## src/rtl/lsu_pkg.sv

```systemverilog
// Shared definitions for the load/store unit: request kinds, FSM states,
// data-memory size and the legal-address check.
package lsu_pkg;

  localparam logic LD = 1'b0;
  localparam logic ST = 1'b1;

  localparam int MEM_WORDS  = 30;
  localparam int LSU_ADDR_W = 16;

  typedef enum logic {RUN, FENCE} state_t;

  // Legal when halfword-aligned and inside the data memory.
  function automatic logic addr_ok(input logic [LSU_ADDR_W-1:0] addr,
                                   input int words = MEM_WORDS);
    return !addr[0] && (32'(addr) < 32'(2 * words));
  endfunction

endpackage

```

## src/rtl/lsu_store_buffer_sb_fifo.sv

```systemverilog
// Store-buffer storage: circular FIFO of (addr, data) with a parallel
// lookup that returns the youngest live entry matching a word address.
module sb_fifo #(
  parameter int AW    = 16,
  parameter int DW    = 16,
  parameter int DEPTH = 4
) (
  input  logic                     clk,
  input  logic                     reset,
  input  logic                     push,
  input  logic                     pop,
  input  logic [AW-1:0]            pushAddr,
  input  logic [DW-1:0]            pushData,
  output logic [AW-1:0]            headAddr,
  output logic [DW-1:0]            headData,
  output logic [$clog2(DEPTH):0]   count,
  input  logic [AW-1:0]            lookupAddr,
  output logic                     lookupHit,
  output logic [DW-1:0]            lookupData
);

  localparam int PW = $clog2(DEPTH);
  localparam int CW = PW + 1;

  logic [DEPTH-1:0][AW-1:0] addrQ;
  logic [DEPTH-1:0][DW-1:0] dataQ;
  logic [PW-1:0]            rdPtr, wrPtr;
  logic [DEPTH-1:0][PW-1:0] slot;
  logic [DEPTH-1:0]         match;

  always_ff @(posedge clk or negedge reset) begin
    if (!reset) begin
      addrQ <= '0;
      dataQ <= '0;
      rdPtr <= '0;
      wrPtr <= '0;
      count <= '0;
    end else begin
      if (push) begin
        addrQ[wrPtr] <= pushAddr;
        dataQ[wrPtr] <= pushData;
        wrPtr        <= wrPtr + PW'(1);
      end
      if (pop) rdPtr <= rdPtr + PW'(1);
      count <= count + CW'(push) - CW'(pop);
    end
  end

  assign headAddr = addrQ[rdPtr];
  assign headData = dataQ[rdPtr];

  // slot[g] is the g-th oldest entry; only the first count slots are live.
  for (genvar g = 0; g < DEPTH; g++) begin : g_slot
    assign slot[g]  = rdPtr + PW'(g);
    assign match[g] = (CW'(g) < count) &&
                      (addrQ[slot[g]][AW-1:1] == lookupAddr[AW-1:1]);
  end

  always_comb begin
    lookupHit  = 1'b0;
    lookupData = '0;
    for (int i = 0; i < DEPTH; i++) begin
      if (match[i]) begin
        lookupHit  = 1'b1;
        lookupData = dataQ[slot[i]];
      end
    end
  end

endmodule

```

## src/rtl/lsu_store_buffer.sv

```systemverilog
// Load/store unit: buffered stores drained one per cycle, loads forwarded
// from the buffer or read from memory, with bounds checks and a fence.
module lsu_store_buffer #(
  parameter int DATA_W    = 16,
  parameter int ADDR_W    = 16,
  parameter int DEPTH     = 4,
  parameter int MEM_WORDS = lsu_pkg::MEM_WORDS
) (
  input  logic                   clk,
  input  logic                   reset,
  input  logic                   req_valid,
  output logic                   req_ready,
  input  logic                   req_is_store,
  input  logic [ADDR_W-1:0]      req_addr,
  input  logic [DATA_W-1:0]      req_wdata,
  output logic                   rsp_valid,
  output logic [DATA_W-1:0]      rsp_rdata,
  output logic                   rsp_err,
  input  logic                   fence,
  output logic                   fence_done,
  output logic [$clog2(DEPTH):0] sb_count,
  output logic                   mem_read,
  output logic [ADDR_W-1:0]      mem_read_addr,
  input  logic [DATA_W-1:0]      mem_read_data,
  output logic                   mem_write,
  output logic [ADDR_W-1:0]      mem_write_addr,
  output logic [DATA_W-1:0]      mem_write_data
);

  import lsu_pkg::state_t;
  import lsu_pkg::RUN;
  import lsu_pkg::FENCE;
  import lsu_pkg::ST;
  import lsu_pkg::addr_ok;

  localparam int CW = $clog2(DEPTH) + 1;

  state_t            state;
  logic              isStore, reqErr, accept, push, pop, ldOk, hit;
  logic [ADDR_W-1:0] headAddr;
  logic [DATA_W-1:0] headData, fwdData;

  assign isStore = (req_is_store == ST);
  assign reqErr  = !addr_ok(req_addr, MEM_WORDS);

  // Full test uses the registered count, so a popping-full buffer still refuses stores.
  assign req_ready = (state == RUN) && !fence &&
                     !(isStore && (sb_count == CW'(DEPTH)));
  assign accept    = req_valid && req_ready;
  assign push      = accept && isStore && !reqErr;
  assign ldOk      = accept && !isStore && !reqErr;
  assign pop       = (sb_count != '0);

  sb_fifo #(.AW(ADDR_W), .DW(DATA_W), .DEPTH(DEPTH)) u_fifo (
    .clk       (clk),
    .reset     (reset),
    .push      (push),
    .pop       (pop),
    .pushAddr  (req_addr),
    .pushData  (req_wdata),
    .headAddr  (headAddr),
    .headData  (headData),
    .count     (sb_count),
    .lookupAddr(req_addr),
    .lookupHit (hit),
    .lookupData(fwdData)
  );

  assign mem_read       = ldOk && !hit;
  assign mem_read_addr  = mem_read ? req_addr : '0;
  assign mem_write      = pop;
  assign mem_write_addr = pop ? headAddr : '0;
  assign mem_write_data = pop ? headData : '0;

  assign fence_done = (state == FENCE) && (sb_count == '0);

  always_ff @(posedge clk or negedge reset) begin
    if (!reset) begin
      state     <= RUN;
      rsp_valid <= 1'b0;
      rsp_err   <= 1'b0;
      rsp_rdata <= '0;
    end else begin
      case (state)
        RUN:     if (fence) state <= FENCE;
        FENCE:   if (sb_count == '0) state <= RUN;
        default: state <= RUN;
      endcase
      rsp_valid <= accept;
      rsp_err   <= accept && reqErr;
      // Hits never take mem_read_data: on a hit mem_read is low.
      rsp_rdata <= !ldOk ? '0 : (hit ? fwdData : mem_read_data);
    end
  end

endmodule

```

## config.mk

```make
export PLATFORM = sky130hd
export DESIGN_NAME = lsu_store_buffer
export DESIGN_NICKNAME = d
export VERILOG_FILES = /design/src/rtl/lsu_pkg.sv /design/src/rtl/lsu_store_buffer_sb_fifo.sv /design/src/rtl/lsu_store_buffer.sv
export SDC_FILE = /design/constraint.sdc
export NUM_CORES = 1
export LEC_CHECK = 0
export ABC_AREA = 1
export BUFFER_PORTS_ARGS = -buffer_cell sky130_fd_sc_hd__buf_4
export CORE_MARGIN = 2
export CORE_UTILIZATION = 45
export CTS_CLUSTER_SIZE = 28
export DETAILED_ROUTE_END_ITERATION = 10
export GPL_ROUTABILITY_DRIVEN = 0
export HOLD_SLACK_MARGIN = 0.1
export PLACE_DENSITY = 0.71
export SLEW_MARGIN = 20
export SYNTH_ARGS = -nofsm -noshare
export SYNTH_HDL_FRONTEND = slang
export SYNTH_HIERARCHICAL = 1
export SYNTH_SLANG_ARGS = --single-unit
```

## constraint.sdc

```tcl
create_clock -name clk -period 6.65 [get_ports clk]
set_input_delay 0 -clock clk [delete_from_list [all_inputs] [get_ports clk]]
set_output_delay 0 -clock clk [all_outputs]
set_load 0.1 [all_outputs]
```

---- Word-level counts from Yosys, hierarchy flattened ----
Index checks and enable logic that the tools add are counted.
storage, ports and cells
  output and inout bits ................... 73
  word-level logic and storage cells ...... 99
  bits of input ports ..................... 53
  flip-flop bits (word level) ............. 154
operators by class
  $add $sub $neg .......................... 6
  muxes and demuxes ....................... 36
  reduce and logical (&&, ||, !) cells .... 25
  bitwise logic cells ..................... 1
  order comparisons ....................... 11
  eq/ne operators ......................... 5
operator list
  kind                   count
  $mux W16               18
  $bmux W16 S2           8
  $bwmux W64             2
  $eq A15 B15 Y1         4
  $demux W16 S2          1
  $logic_and A1 B1 Y1    17
  $lt A16 B6 Y1 const B  1
  $lt A2 B3 Y1 const B   5
  $logic_not A1 Y1       6
  $lt A1 B3 Y1 const A   2
  $lt A2 B3 Y1 const A   2
  $mux W1                6
  $add A2 B1 Y2 const B  2
  $add A2 B2 Y2 const B  2
  $add A3 B1 Y3          1
  $eq A3 B3 Y1 const B   1
  $logic_not A3 Y1       1
  $reduce_bool A3 Y1     1
  $sub A3 B1 Y3          1
  $ge A2 B1 Y1 const B   1
  $pmux W1 S2            1
  $not A1 Y1             1

---- Depth between registers and ports, before layout ----
  word-level depth ........................ 11
  gate-level depth with buffers ........... 22
  gate-level depth less buffers ........... 19

---- Hierarchy ----
The synthesis kept the hierarchy.
by module, submodules not included
  module            instances  area each (um^2)  sequential area each (um^2)  cells an instance
  sb_fifo           1          9917.0            3378.2                       1623
  lsu_store_buffer  1          1303.8            475.5                        196

---- Worst setup path after synthesis ----
No wires, ideal clock.
  kind .................................... register -> output
  start point ............................. register u_fifo.count[1]
  end point ............................... output port mem_read_addr[1]
  required time ........................... 6.650 ns
  path buffers ............................ 2
  setup slack ............................. 3.046 ns
  cell stages (with the launch flop) ...... 14
  data arrival time ....................... 3.604 ns
  cells stage by stage .................... dfrtp_1 -> ha_1 -> a21oi_1 -> o21ai_0 -> nor2_1 -> nand3_1 -> nor2_4 -> nand2_4 -> buf_6 -> nand3b_1 -> buf_2 -> clkinv_1 -> nand4_2 -> nor2_1
on the way
  cells in the longest elaborated chain, start to end .. 9
  elaborated cells between the ends (all ways) .. 22
  those cells by class .................... order compare (4); eq/ne (1); mux (5); reduce/logical (12)
ends and longest elaborated chain
  item                     RTL line                        source
  start, declared          lsu_store_buffer_sb_fifo.sv:16  output logic [$clog2(DEPTH):0] count,
  start signal, assigned   lsu_store_buffer_sb_fifo.sv:45  count <= count + CW'(push) - CW'(pop);
  $lt A1 B3 Y1             lsu_store_buffer_sb_fifo.sv:55  assign match[g] = (CW'(g) < count) &&
  $logic_and A1 B1 Y1      lsu_store_buffer_sb_fifo.sv:55
  $mux W1 (3 in a row)     lsu_store_buffer_sb_fifo.sv:63  if (match[i]) begin
  $mux W1 (*)              lsu_store_buffer_sb_fifo.sv:63
  via hit                  lsu_store_buffer.sv:39          logic isStore, reqErr, accept, push, pop, ldOk, hit;
  $logic_not A1 Y1 (*)     lsu_store_buffer.sv:69          assign mem_read = ldOk && !hit;
  $logic_and A1 B1 Y1 (*)  lsu_store_buffer.sv:69
  $mux W16 (*)             lsu_store_buffer.sv:70          assign mem_read_addr = mem_read ? req_addr : '0;
  end, declared            lsu_store_buffer.sv:23          output logic [ADDR_W-1:0] mem_read_addr,
Mark *: on every way through the listed nets, which the timed path passes. The rest lies on a longest branch.

---- Final worst setup path ----
  start point ............................. register u_fifo.rdPtr[0]
  end point ............................... output port mem_read_addr[4]
on the way
  cells in the longest elaborated chain, start to end .. 11
  elaborated cells between the ends (all ways) .. 26
  those cells by class .................... add/sub (3); eq/ne (4); mux (13); reduce/logical (6)
ends and longest elaborated chain
  item                                                                     RTL line                                                        source
  start, declared                                                          lsu_store_buffer_sb_fifo.sv:27                                  logic [PW-1:0] rdPtr, wrPtr;
  start signal, assigned                                                   lsu_store_buffer_sb_fifo.sv:44                                  if (pop) rdPtr <= rdPtr + PW'(1);
  $add A2 B1 Y2 / $bmux W16 S2 (equally long branches)                     lsu_store_buffer_sb_fifo.sv:54, lsu_store_buffer_sb_fifo.sv:56
  $bmux W16 S2 / $mux W16 (equally long branches)                          lsu_store_buffer_sb_fifo.sv:56                                  (addrQ[slot[g]][AW-1:1] == lookupAddr[AW-1:1]);
  $mux W16 (not written as such) / $eq A15 B15 Y1 (equally long branches)  lsu_store_buffer_sb_fifo.sv:56
  $eq A15 B15 Y1 / $logic_and A1 B1 Y1 (equally long branches)             lsu_store_buffer_sb_fifo.sv:56, lsu_store_buffer_sb_fifo.sv:55
  $logic_and A1 B1 Y1 / $mux W1 (equally long branches)                    lsu_store_buffer_sb_fifo.sv:55, lsu_store_buffer_sb_fifo.sv:63
  $mux W1 (2 in a row)                                                     lsu_store_buffer_sb_fifo.sv:63
  $mux W1 (*)                                                              lsu_store_buffer_sb_fifo.sv:63
  via hit                                                                  lsu_store_buffer.sv:39
  $logic_not A1 Y1 (*)                                                     lsu_store_buffer.sv:69
  $logic_and A1 B1 Y1 (*)                                                  lsu_store_buffer.sv:69
  $mux W16 (*)                                                             lsu_store_buffer.sv:70
Mark *: on every way through the listed nets, which the timed path passes. The rest lies on a longest branch. The select of a mux whose other input is x is not followed.

==> results.md <==
* Status: complete, no violations
* Reg clk slew, reported paths at 0.07 ns
* Initial Util at 0.460
* Antenna-violating nets left at 0
* Power per Cell Area at 376 mW/mm²
* Worst vdd ir at 0.455 mV
* Synth Area in Adders at 0.0107
* Placed inst area at 0.0120 mm²
* Area Growth Syn to Fin at 17.3%
* Crit path time final at 5.62 ns
* Multiplexer area fraction after synthesis at 0
* First-pass GRT wire length at 53500 µm
* CP Max Fanout at 96
* Final HPWL DP at 22800 µm
* Synth Register Bits at 154
* Clk buf depth at 2
* CTS root buffer: clkbuf_16
* Cts repair resizes at 0
* CTS tree: yes
* Max Clock Freq at 178 MHz
* Worst Setup End Kind: primary output
* Largest family of logic cells by synthesized area: simple AND/OR/NAND/NOR gates
* DRC violation count after routing at 0
* Critical path class: reg2out
* Setup TNS at 0 ns
* Critical Path Most Common Cell: nand2_1
* Static Leakage at 6.86 nW
* Final count of pins violating max slew at 0
* FP Rows at 57
* Maxcap violations at 0
* Predominant post-synthesis flop cell: dfrtp_1
* Cell Area, Synth at 0.0112 mm²
* Synthesized area per cell at 6.17 µm²
* Final std cell area, no fill at 0.0132 mm²
* H-tree Lvls at 4
* Final Hold Viols at 0
* Pre-antenna DRT Iters at 6
* Slew headroom at 0.369
* IO Pins at 126
* Vias in the first global route at 10178
* Pwr Total at 4.95 mW
* Filler Cells Inserted at 2395
* Post-synth EDFFs at 0
* Crit share post-route at 0.846
* Most instantiated cells after synthesis: 747 x nand2_1, 267 x o21ai_0, 228 x inv_1
* YS warnings at 6
* Grt total ovfl at 0
* Post-Syn Instances at 1819
* Die height at 162 µm
* PnR worst setup slack at 1.03 ns
* Total CTS buffers at 17
* Area contributors post-synth: dfrtp_1 34%, nand2_1 25%, o21ai_0 12%
* Final #Nets at 1980
* Finished Layout Cells at 2255
* Seq/Total Area, Yosys at 0.343
* Post-synth top area share at 0.343
* Tightest Hold Check Type: in2async
* Max incr delay on CP at 0.73 ns
* Largest net degree at the start of global routing at 98
* Finish-stage setup viols at 0
* Fin Clk Skew at 0.00824 ns
* Worst path bufs/invs at 4
* Synth async-reset ratio at 1.00
* Top Family by Delay on Critical Path: simple AND/OR/NAND/NOR gates
* Crit-path cells: buf_4, buf_4, nand2_1, nand2_1, nand2_1, nand3_1, nand2_1, nor2_1, nand2_1, nor2_4, nand2_4, o21ai_0, nand3b_1, clkinv_1, nand4_2, nor2_1, buf_4
* Post-synthesis xor/xnor area fraction at 0.00859
* Clock Latency Late Sink at 0.43 ns
* Hold_ws at 0.241 ns
* Pre-CTS setup slack at 1.51 ns
* Synth cell types at 35
* Hold buffer count at cts at 53
* Antenna cells at 0
* Initial antenna violation count at 0
* Startpoint type of the worst setup path: register
* Routed WL per cell at 14.8 µm
* Die area at 0.0262 mm²
* Core Util, Final at 0.540
* Share of cells above drive strength 1 at 0.101
* Placed cell count at 2169
* Unrepaired setup endpoints after global routing: false
* Top-count cell post-synth: nand2_1
* Die span in x at 162 µm
* DR vias at 11602
* Core Area at 0.0244 mm²
* Port bufs at 114
* Crit path arrival time at 5.62 ns
* Routed WL at 33400 µm
* Slew @ Worst Pin at 0.946 ns
* Vias per cell at 5.15
* Post-synthesis compound-gate area fraction at 0.141
* Clock Sink Count at 154
* DRT iter0 DRCs at 1360
* GR Util All Layers at 0.254
* CP max-delay cell: buf_4
* WP data required at 6.65 ns
* Simple-gate share of the synthesized area at 0.363
* Postcts setup bufs at 0
* Cell taking the most area after synthesis: dfrtp_1
## cell families (layout without fill, tap and decap cells)
family / count (synthesis) / in the layout
simple gates: 999 / 999
compound gates: 304 / 304
flops: 154 / 154
other cells: 1 / 11
xor+xnor: 11 / 11
buf+inv: 341 / 443
fa+ha+maj: 9 / 9
## area by class of cell
| cell class | instances | area [µm²] | area share |
|---|---|---|---|
| inverter | 233 | 881 | 0.0669 |
| sequential | 154 | 3860 | 0.293 |
| tap | 324 | 405 | 0.0308 |
| timing repair buffer | 178 | 1480 | 0.112 |
| clock buffer | 17 | 425 | 0.0323 |
| multi-input combinational | 1334 | 5940 | 0.451 |
| clock inverter | 15 | 178 | 0.0135 |
## report_power, final
group,internal (mW),switching [mW],total [mW]
Sequential,0.960,0.0532,1.01
Clock,0.568,0.446,1.01
Combinational,0.620,2.30,2.92
## placed cells by master, fill, tap and decap left out, types with 3 or more instances in the layout
master,instances
nand2_4,4
o21ai_0,267
nand3_1,149
nand2_2,6
nor2_1,75
nor2_4,7
xor2_1,11
buf_4,123
inv_6,6
a21oi_2,10
nand2_1,742
o211ai_1,4
conb_1,11
dlygate4sd3_1,54
dfrtp_1,153
ha_1,8
inv_1,228
clkinv_2,3
clkbuf_16,17
nand4_1,7
a21oi_1,11
o21ai_1,10
## routing by layer
metal  wire length [µm]  track usage  part of all wire
met5                  0            0                 0
met4                665       0.0744             0.020
met3               2980       0.0375             0.089
met2              13900        0.374              0.42
met1              15800        0.387              0.47
## registers in the layout, indices dropped and copies added, names as in the netlist
signal and flops:
rsp_err 1, u_fifo/count 3, u_fifo/addrQ 64, rsp_valid 1, rsp_rdata 16, u_fifo/dataQ 64
u_fifo/rdPtr 2, state 1, u_fifo/wrPtr 2
## path summary, 6_finish.rpt
path                                                   start                      endpoint  slack [ns]  cells past startpoint
worst max-delay path             u_fifo/rdPtr[0]$_DFFE_PN0P_              mem_read_addr[4]        1.03                     17
worst min-delay path                                   reset  u_fifo/addrQ[26]$_DFFE_PN0P_        0.24                      2
worst max register to register   u_fifo/rdPtr[0]$_DFFE_PN0P_        rsp_rdata[7]$_DFF_PN0_        1.71                     16
worst min register to register  u_fifo/dataQ[30]$_DFFE_PN0P_  u_fifo/dataQ[30]$_DFFE_PN0P_        0.49                      2
max in group asynchronous                              reset  u_fifo/addrQ[54]$_DFFE_PN0P_        5.12                      3
min in group clk                           mem_read_data[15]       rsp_rdata[15]$_DFF_PN0_        0.38                      4
(Power assumes the default switching activity.)
